==> config.mk <==
export PLATFORM = sky130hd
export DESIGN_NAME = operand_fetch
export DESIGN_NICKNAME = d
export VERILOG_FILES = /design/src/rtl/operand_fetch_pkg.sv /design/src/rtl/opf_scoreboard.sv /design/src/rtl/operand_fetch.sv
export SDC_FILE = /design/constraint.sdc
export NUM_CORES = 1
export LEC_CHECK = 0
export ABC_CLOCK_PERIOD_IN_PS = 3000
export BUFFER_PORTS_ARGS = -buffer_cell sky130_fd_sc_hd__buf_2
export CAP_MARGIN = 15
export CORE_ASPECT_RATIO = 1.25
export CORE_MARGIN = 5
export CORE_UTILIZATION = 35
export CTS_CLUSTER_DIAMETER = 80
export DETAILED_ROUTE_END_ITERATION = 8
export PLACE_DENSITY_LB_ADDON = 0.3
export REMOVE_ABC_BUFFERS = 1
export SLEW_MARGIN = 40
export SYNTH_ARGS = -nofsm -noshare
export SYNTH_HDL_FRONTEND = slang
export SYNTH_SLANG_ARGS = --single-unit
==> constraint.sdc <==
create_clock -name clk_i -period 3 [get_ports clk_i]
set_input_delay 0.3 -clock clk_i [delete_from_list [all_inputs] [get_ports clk_i]]
set_output_delay 0.3 -clock clk_i [all_outputs]
set_load 0.01 [all_outputs]
==> src/rtl/operand_fetch_pkg.sv <==
// Shared field positions, opcode constants and the destination-write predicate
// for the operand-fetch stage.
package operand_fetch_pkg;

    localparam int unsigned OPC_MSB = 6;
    localparam int unsigned OPC_LSB = 0;
    localparam int unsigned RD_MSB  = 11;
    localparam int unsigned RD_LSB  = 7;
    localparam int unsigned RS1_MSB = 19;
    localparam int unsigned RS1_LSB = 15;
    localparam int unsigned RS2_MSB = 24;
    localparam int unsigned RS2_LSB = 20;

    localparam logic [6:0] OPC_OP     = 7'b0110011;
    localparam logic [6:0] OPC_OP_IMM = 7'b0010011;
    localparam logic [6:0] OPC_LOAD   = 7'b0000011;
    localparam logic [6:0] OPC_STORE  = 7'b0100011;
    localparam logic [6:0] OPC_BRANCH = 7'b1100011;
    localparam logic [6:0] OPC_JAL    = 7'b1101111;
    localparam logic [6:0] OPC_JALR   = 7'b1100111;
    localparam logic [6:0] OPC_LUI    = 7'b0110111;
    localparam logic [6:0] OPC_AUIPC  = 7'b0010111;

    // Unknown opcodes are treated as writing rd so the scoreboard stays conservative.
    function automatic logic writes_rd(input logic [6:0] opcode);
        logic w_res;
        case (opcode)
            OPC_STORE, OPC_BRANCH: w_res = 1'b0;
            OPC_OP, OPC_OP_IMM, OPC_LOAD, OPC_JAL, OPC_JALR, OPC_LUI, OPC_AUIPC: w_res = 1'b1;
            default: w_res = 1'b1;
        endcase
        return w_res;
    endfunction

endpackage

==> src/rtl/opf_scoreboard.sv <==
// Pending-write scoreboard: one bit per register, x0 never pending.
// busy outputs already discount a writeback landing in the same cycle.
module opf_scoreboard
    import operand_fetch_pkg::*;
#(
    parameter int unsigned NREG = 32,
    parameter int unsigned AW   = $clog2(NREG)
) (
    input  logic          clk_i,
    input  logic          rst_ni,
    input  logic          set_en,
    input  logic [AW-1:0] set_addr,
    input  logic          clr_en,
    input  logic [AW-1:0] clr_addr,
    input  logic [AW-1:0] rs1,
    input  logic [AW-1:0] rs2,
    output logic          busy1,
    output logic          busy2
);

    logic [NREG-1:0] r_pending;
    logic [NREG-1:0] w_pending_d;

    // Set is applied after clear: the issuing instruction is younger than the writeback.
    always_comb begin
        w_pending_d = r_pending;
        if (clr_en) begin
            w_pending_d[clr_addr] = 1'b0;
        end
        if (set_en) begin
            w_pending_d[set_addr] = 1'b1;
        end
        w_pending_d[0] = 1'b0;
    end

    always_ff @(posedge clk_i or negedge rst_ni) begin
        if (!rst_ni) begin
            r_pending <= '0;
        end else begin
            r_pending <= w_pending_d;
        end
    end

    assign busy1 = (rs1 != '0) && r_pending[rs1] && !(clr_en && (clr_addr == rs1));
    assign busy2 = (rs2 != '0) && r_pending[rs2] && !(clr_en && (clr_addr == rs2));

endmodule

==> src/rtl/operand_fetch.sv <==
// Operand-fetch stage: register-file read, writeback bypass, RAW stall via
// scoreboard, and a single-entry output buffer toward execute.
module operand_fetch
    import operand_fetch_pkg::*;
#(
    parameter int unsigned XLEN = 32,
    parameter int unsigned NREG = 32,
    parameter int unsigned AW   = $clog2(NREG)
) (
    input  logic            clk_i,
    input  logic            rst_ni,
    input  logic            in_valid_i,
    output logic            in_ready_o,
    input  logic [31:0]     instr_i,
    output logic [AW-1:0]   rf_r1_addr_o,
    output logic [AW-1:0]   rf_r2_addr_o,
    input  logic [XLEN-1:0] rf_r1_data_i,
    input  logic [XLEN-1:0] rf_r2_data_i,
    input  logic            wb_en_i,
    input  logic [AW-1:0]   wb_addr_i,
    input  logic [XLEN-1:0] wb_data_i,
    output logic            rf_we_o,
    output logic [AW-1:0]   rf_waddr_o,
    output logic [XLEN-1:0] rf_wdata_o,
    output logic            out_valid_o,
    input  logic            out_ready_i,
    output logic [31:0]     out_instr_o,
    output logic [XLEN-1:0] out_rs1_o,
    output logic [XLEN-1:0] out_rs2_o,
    output logic [AW-1:0]   out_rd_o
);

    logic [AW-1:0]   w_rs1;
    logic [AW-1:0]   w_rs2;
    logic [AW-1:0]   w_rd;
    logic [6:0]      w_opcode;
    logic [XLEN-1:0] w_op1;
    logic [XLEN-1:0] w_op2;
    logic            w_busy1;
    logic            w_busy2;
    logic            w_hazard;
    logic            w_fire;
    logic            w_set_en;

    logic            r_valid;
    logic [31:0]     r_instr;
    logic [XLEN-1:0] r_rs1;
    logic [XLEN-1:0] r_rs2;
    logic [AW-1:0]   r_rd;

    assign w_rs1    = instr_i[RS1_MSB:RS1_LSB];
    assign w_rs2    = instr_i[RS2_MSB:RS2_LSB];
    assign w_rd     = instr_i[RD_MSB:RD_LSB];
    assign w_opcode = instr_i[OPC_MSB:OPC_LSB];

    assign rf_r1_addr_o = w_rs1;
    assign rf_r2_addr_o = w_rs2;
    assign rf_we_o      = wb_en_i;
    assign rf_waddr_o   = wb_addr_i;
    assign rf_wdata_o   = wb_data_i;

    always_comb begin
        if (w_rs1 == '0) begin
            w_op1 = '0;
        end else if (wb_en_i && (wb_addr_i == w_rs1)) begin
            w_op1 = wb_data_i;
        end else begin
            w_op1 = rf_r1_data_i;
        end
        if (w_rs2 == '0) begin
            w_op2 = '0;
        end else if (wb_en_i && (wb_addr_i == w_rs2)) begin
            w_op2 = wb_data_i;
        end else begin
            w_op2 = rf_r2_data_i;
        end
    end

    assign w_hazard   = w_busy1 || w_busy2;
    assign in_ready_o = !w_hazard && (!r_valid || out_ready_i);
    assign w_fire     = in_valid_i && in_ready_o;
    assign w_set_en   = w_fire && writes_rd(w_opcode) && (w_rd != '0);

    opf_scoreboard #(
        .NREG (NREG),
        .AW   (AW)
    ) u_scoreboard (
        .clk_i    (clk_i),
        .rst_ni   (rst_ni),
        .set_en   (w_set_en),
        .set_addr (w_rd),
        .clr_en   (wb_en_i),
        .clr_addr (wb_addr_i),
        .rs1      (w_rs1),
        .rs2      (w_rs2),
        .busy1    (w_busy1),
        .busy2    (w_busy2)
    );

    always_ff @(posedge clk_i or negedge rst_ni) begin
        if (!rst_ni) begin
            r_valid <= 1'b0;
            r_instr <= '0;
            r_rs1   <= '0;
            r_rs2   <= '0;
            r_rd    <= '0;
        end else if (w_fire) begin
            r_valid <= 1'b1;
            r_instr <= instr_i;
            r_rs1   <= w_op1;
            r_rs2   <= w_op2;
            r_rd    <= w_rd;
        end else if (out_ready_i) begin
            r_valid <= 1'b0;
        end
    end

    assign out_valid_o = r_valid;
    assign out_instr_o = r_instr;
    assign out_rs1_o   = r_rs1;
    assign out_rs2_o   = r_rs2;
    assign out_rd_o    = r_rd;

endmodule

==> parameters.txt <==
Parameter                              Value

Setup path
  R2r worst-path depth    8
  Worst setup EP type    output port
  CP Class    reg2out
  Reg-to-reg critical path startpoint    u_scoreboard.r_pending[3]
  Worst endpoint required time    2.70 ns
  Data arrival time of the critical path    2.43 ns
  Critical path launch point    u_scoreboard.r_pending[27]
  Critical path startpoint category    flop
  Kind of cell with the highest combined delay on the critical path    compound AO/OA/AOI/OAI gates
  CP peak stage delay    0.51 ns
  CP endpoint    in_ready_o
  Register-to-register setup slack    0.56 ns
  Worst reg2reg endpoint    out_rs1_o[24]
  Critical path depth    7
  Critical-path cell list    mux2i_1 -> a22oi_1 -> a31oi_1 -> or3_1 -> o22ai_1 -> inv_1 -> buf_2
  Library cell contributing the largest single delay on the critical path    o22ai_1
  Buffers & Inverters on Critical Path    2
  Highest net fanout along the worst path    5

Clock tree
  Buffers inserted during post-CTS setup optimization    0
  CTS tree    built
  Clock buffers created by TritonCTS    17
  Longest Clk Path Bufs    2
  Root Driver    clkbuf_16
  Worst skew pair latency    0.42 ns
  Clock transition at path regs    0.07 ns
  Number of sinks on the clock net    128
  H-tree levels    4

Detailed routing
  Avg WL per Cell    18.9 um
  Antenna violation net count after detailed routing    0
  Number of remaining DRC errors    0
  Wirelength, routed    21,800 um
  Initial drt markers    283
  Pre-Repair DR Iteration Count    4
  Number of vias after detailed routing    5,867
  Vias per std cell    5.08

Logic synthesis
  Async set-or-reset flop fraction in the synthesized netlist    100%
  Predominant post-synthesis flop cell    dfrtp_1
  Portion of the post-synthesis area used by sequential elements    43.0%
  Netlist area before placement    7440 um^2
  Post-Synthesis Cells    630
  Syn_area_per_cell    11.8 um^2
  Total of warnings raised by yosys    0
  Post-synthesis cell type count    50
  Seq cells post-synth    128
  Number of flops mapped to enable cells by yosys    0

GRT
  Initial antenna violation count    0
  Total routing resource utilization after global routing    17.6%
  First-pass GRT wire length    34,300 um
  Via count of the first global-routing pass    5,991
  Sum of overflow across all layers after global routing    0
  Largest net degree at the start of global routing    83

Final layout
  Share of post-route cells with drive strength above 1    51.9%
  Leading cell type in the layout, fill and taps excluded    buf_2
  Area growth syn-to-layout    26.2%
  Number of standard cells in the final layout excluding fillers    1,155
  Most frequent cells in the layout    buf_2 (287), dfrtp_1 (128), o21ai_0 (61), mux2_4 (61), mux2i_1 (49)
  End-of-flow core utilization    44.9%
  Number of nets in the layout    1,006
  Diode count    0

Die
  Overall die width    140 um
  Standard-cell row count    59
  Vert. Die Dim    173 um
  Full die area    24,300 um^2
  Number of primary I/O pins    289
  Initial Utilization    35.6%
  Core Box Area    20,900 um^2

Run status
  Outcome    completed

STA
  Post-Route Skew    0.0125 ns
  Remaining max-slew budget at the tightest pin    48.5%
  Final setup violating endpoints    0
  Max Fclk    366 MHz
  Unrepaired setup endpoints after global routing    false
  Fin Hold WS    0.112 ns
  Slew Viols, Final    0
  Total count of hold-check failures in the final report    0
  Time the final worst path needs with I/O delays and setup    2.73 ns
  Final TNS setup    0 ns
  Final worst-path cycle share    91.1%
  Slew of the pin with the lowest slew margin    0.771 ns

Power
  Max VDD drop    0.377 mV
  Leakage dissipation    4.54 nW
  Power per unit of standard cell area    709 nW/um^2

Placement
  Routability-driven placement congestion ratio    0.873
  Dpl cells    1,122
  Input/output buffers    288
  Half-perimeter wire length after detailed placement    15,900 um

Worst hold path
  Hold crit path type    in2reg
  Hold_sp    instr_i[31]

Run
  Max Cap Violations    0
-- where the power goes --
part	switching, W	leakage, nW	internal (W)
Combinational	0.000975	2.71	0.00111
Clock	0.000862	0.272	0.00117
Sequential	0.000303	1.56	0.00224
-- cell families after synthesis --
kind of cell | Yosys count | synth area share [%]
xor gates and xnor gates | 10 | 1.18
buffers and inverters | 98 | 9.83
and+or+nand+nor | 128 | 8.84
DFF | 128 | 43.0
AOI/OAI and AO/OA | 112 | 10.2
muxes | 154 | 27.0
-- cell usage after synthesis (all sizes together), types with 2 or more instances --
master   instances  area (um^2)
nand3           42          215
or3              2         12.5
a311oi           2         17.5
o21ai           61          305
nor3b            4         30.0
nor2            40          150
and3             2         12.5
clkbuf          17         65.1
nand2           16         60.1
xnor2            6         52.6
xor2             4         35.0
nor3             2         10.0
a22oi            3         22.5
or3b             3         26.3
mux2i           49          490
a31oi            2         12.5
inv              3         11.3
and3b            2         17.5
nor4b            2         32.5
dfrtp          128         3200
nor2b            3         18.8
buf             78          656
mux2            96         1310
mux4             9          206
o2bb2ai          2         17.5
o211ai           2         15.0
nand3b           5         37.5
a22o            33          289
-- registers in the layout, summed over array words and instances (netlist names) --
signal,count
u_scoreboard.r_pending,31
out_rs2_o,32
out_instr_o,32
out_rs1_o,32
out_valid_o,1
-- layout make-up --
| type | instances | area, um^2 |
|---|---|---|
| fillers | 2021 | 11500 |
| multi-input cells | 404 | 3540 |
| flip-flops and latches | 128 | 3200 |
| repair buffers | 314 | 1720 |
| clock buffers | 18 | 429 |
| well taps | 274 | 343 |
| clock inverters | 14 | 143 |
| inverters | 3 | 11.3 |
-- layer usage --
metal	GRT usage, %	part of all wire, %	routed length, um
met1	22.5	41	9040
met2	29.3	49	10700
met3	3.51	7.1	1540
met4	6.54	2.4	514
met5	0	0	0
-- worst min path at each step --
stage | to | depth (start not counted) | slack, ns
global route | out_instr_o[13] | 2 | 0.09
finish | out_instr_o[31] | 2 | 0.11
global placement | out_rs2_o[30] | 1 | 0.42
floorplan | out_instr_o[0] | 0 | 0.004
CTS | out_instr_o[13] | 2 | 0.1
detailed placement | out_rs2_o[30] | 1 | 0.42
-- through the flow --
step / power (W) / cell area, um^2 / setup WS [ns]
after global routing: 0.00702 / 9390 / 0.163
after global placement: 0.00464 / 8800 / -0.0882
after floorplan: 0.00370 / 6720 / -2.11
after CTS: 0.00675 / 9390 / 0.268
final: 0.00666 / 9390 / 0.266
after detailed placement: 0.00468 / 8810 / 0.227
-- what timing repair did --
item / in CTS / in global routing
gates resized for setup: 0 / 0
hold buffers: 1 / 0
hold endpoints to repair: 81 / 0
Note: power is estimated with default switching activity, not from simulation.
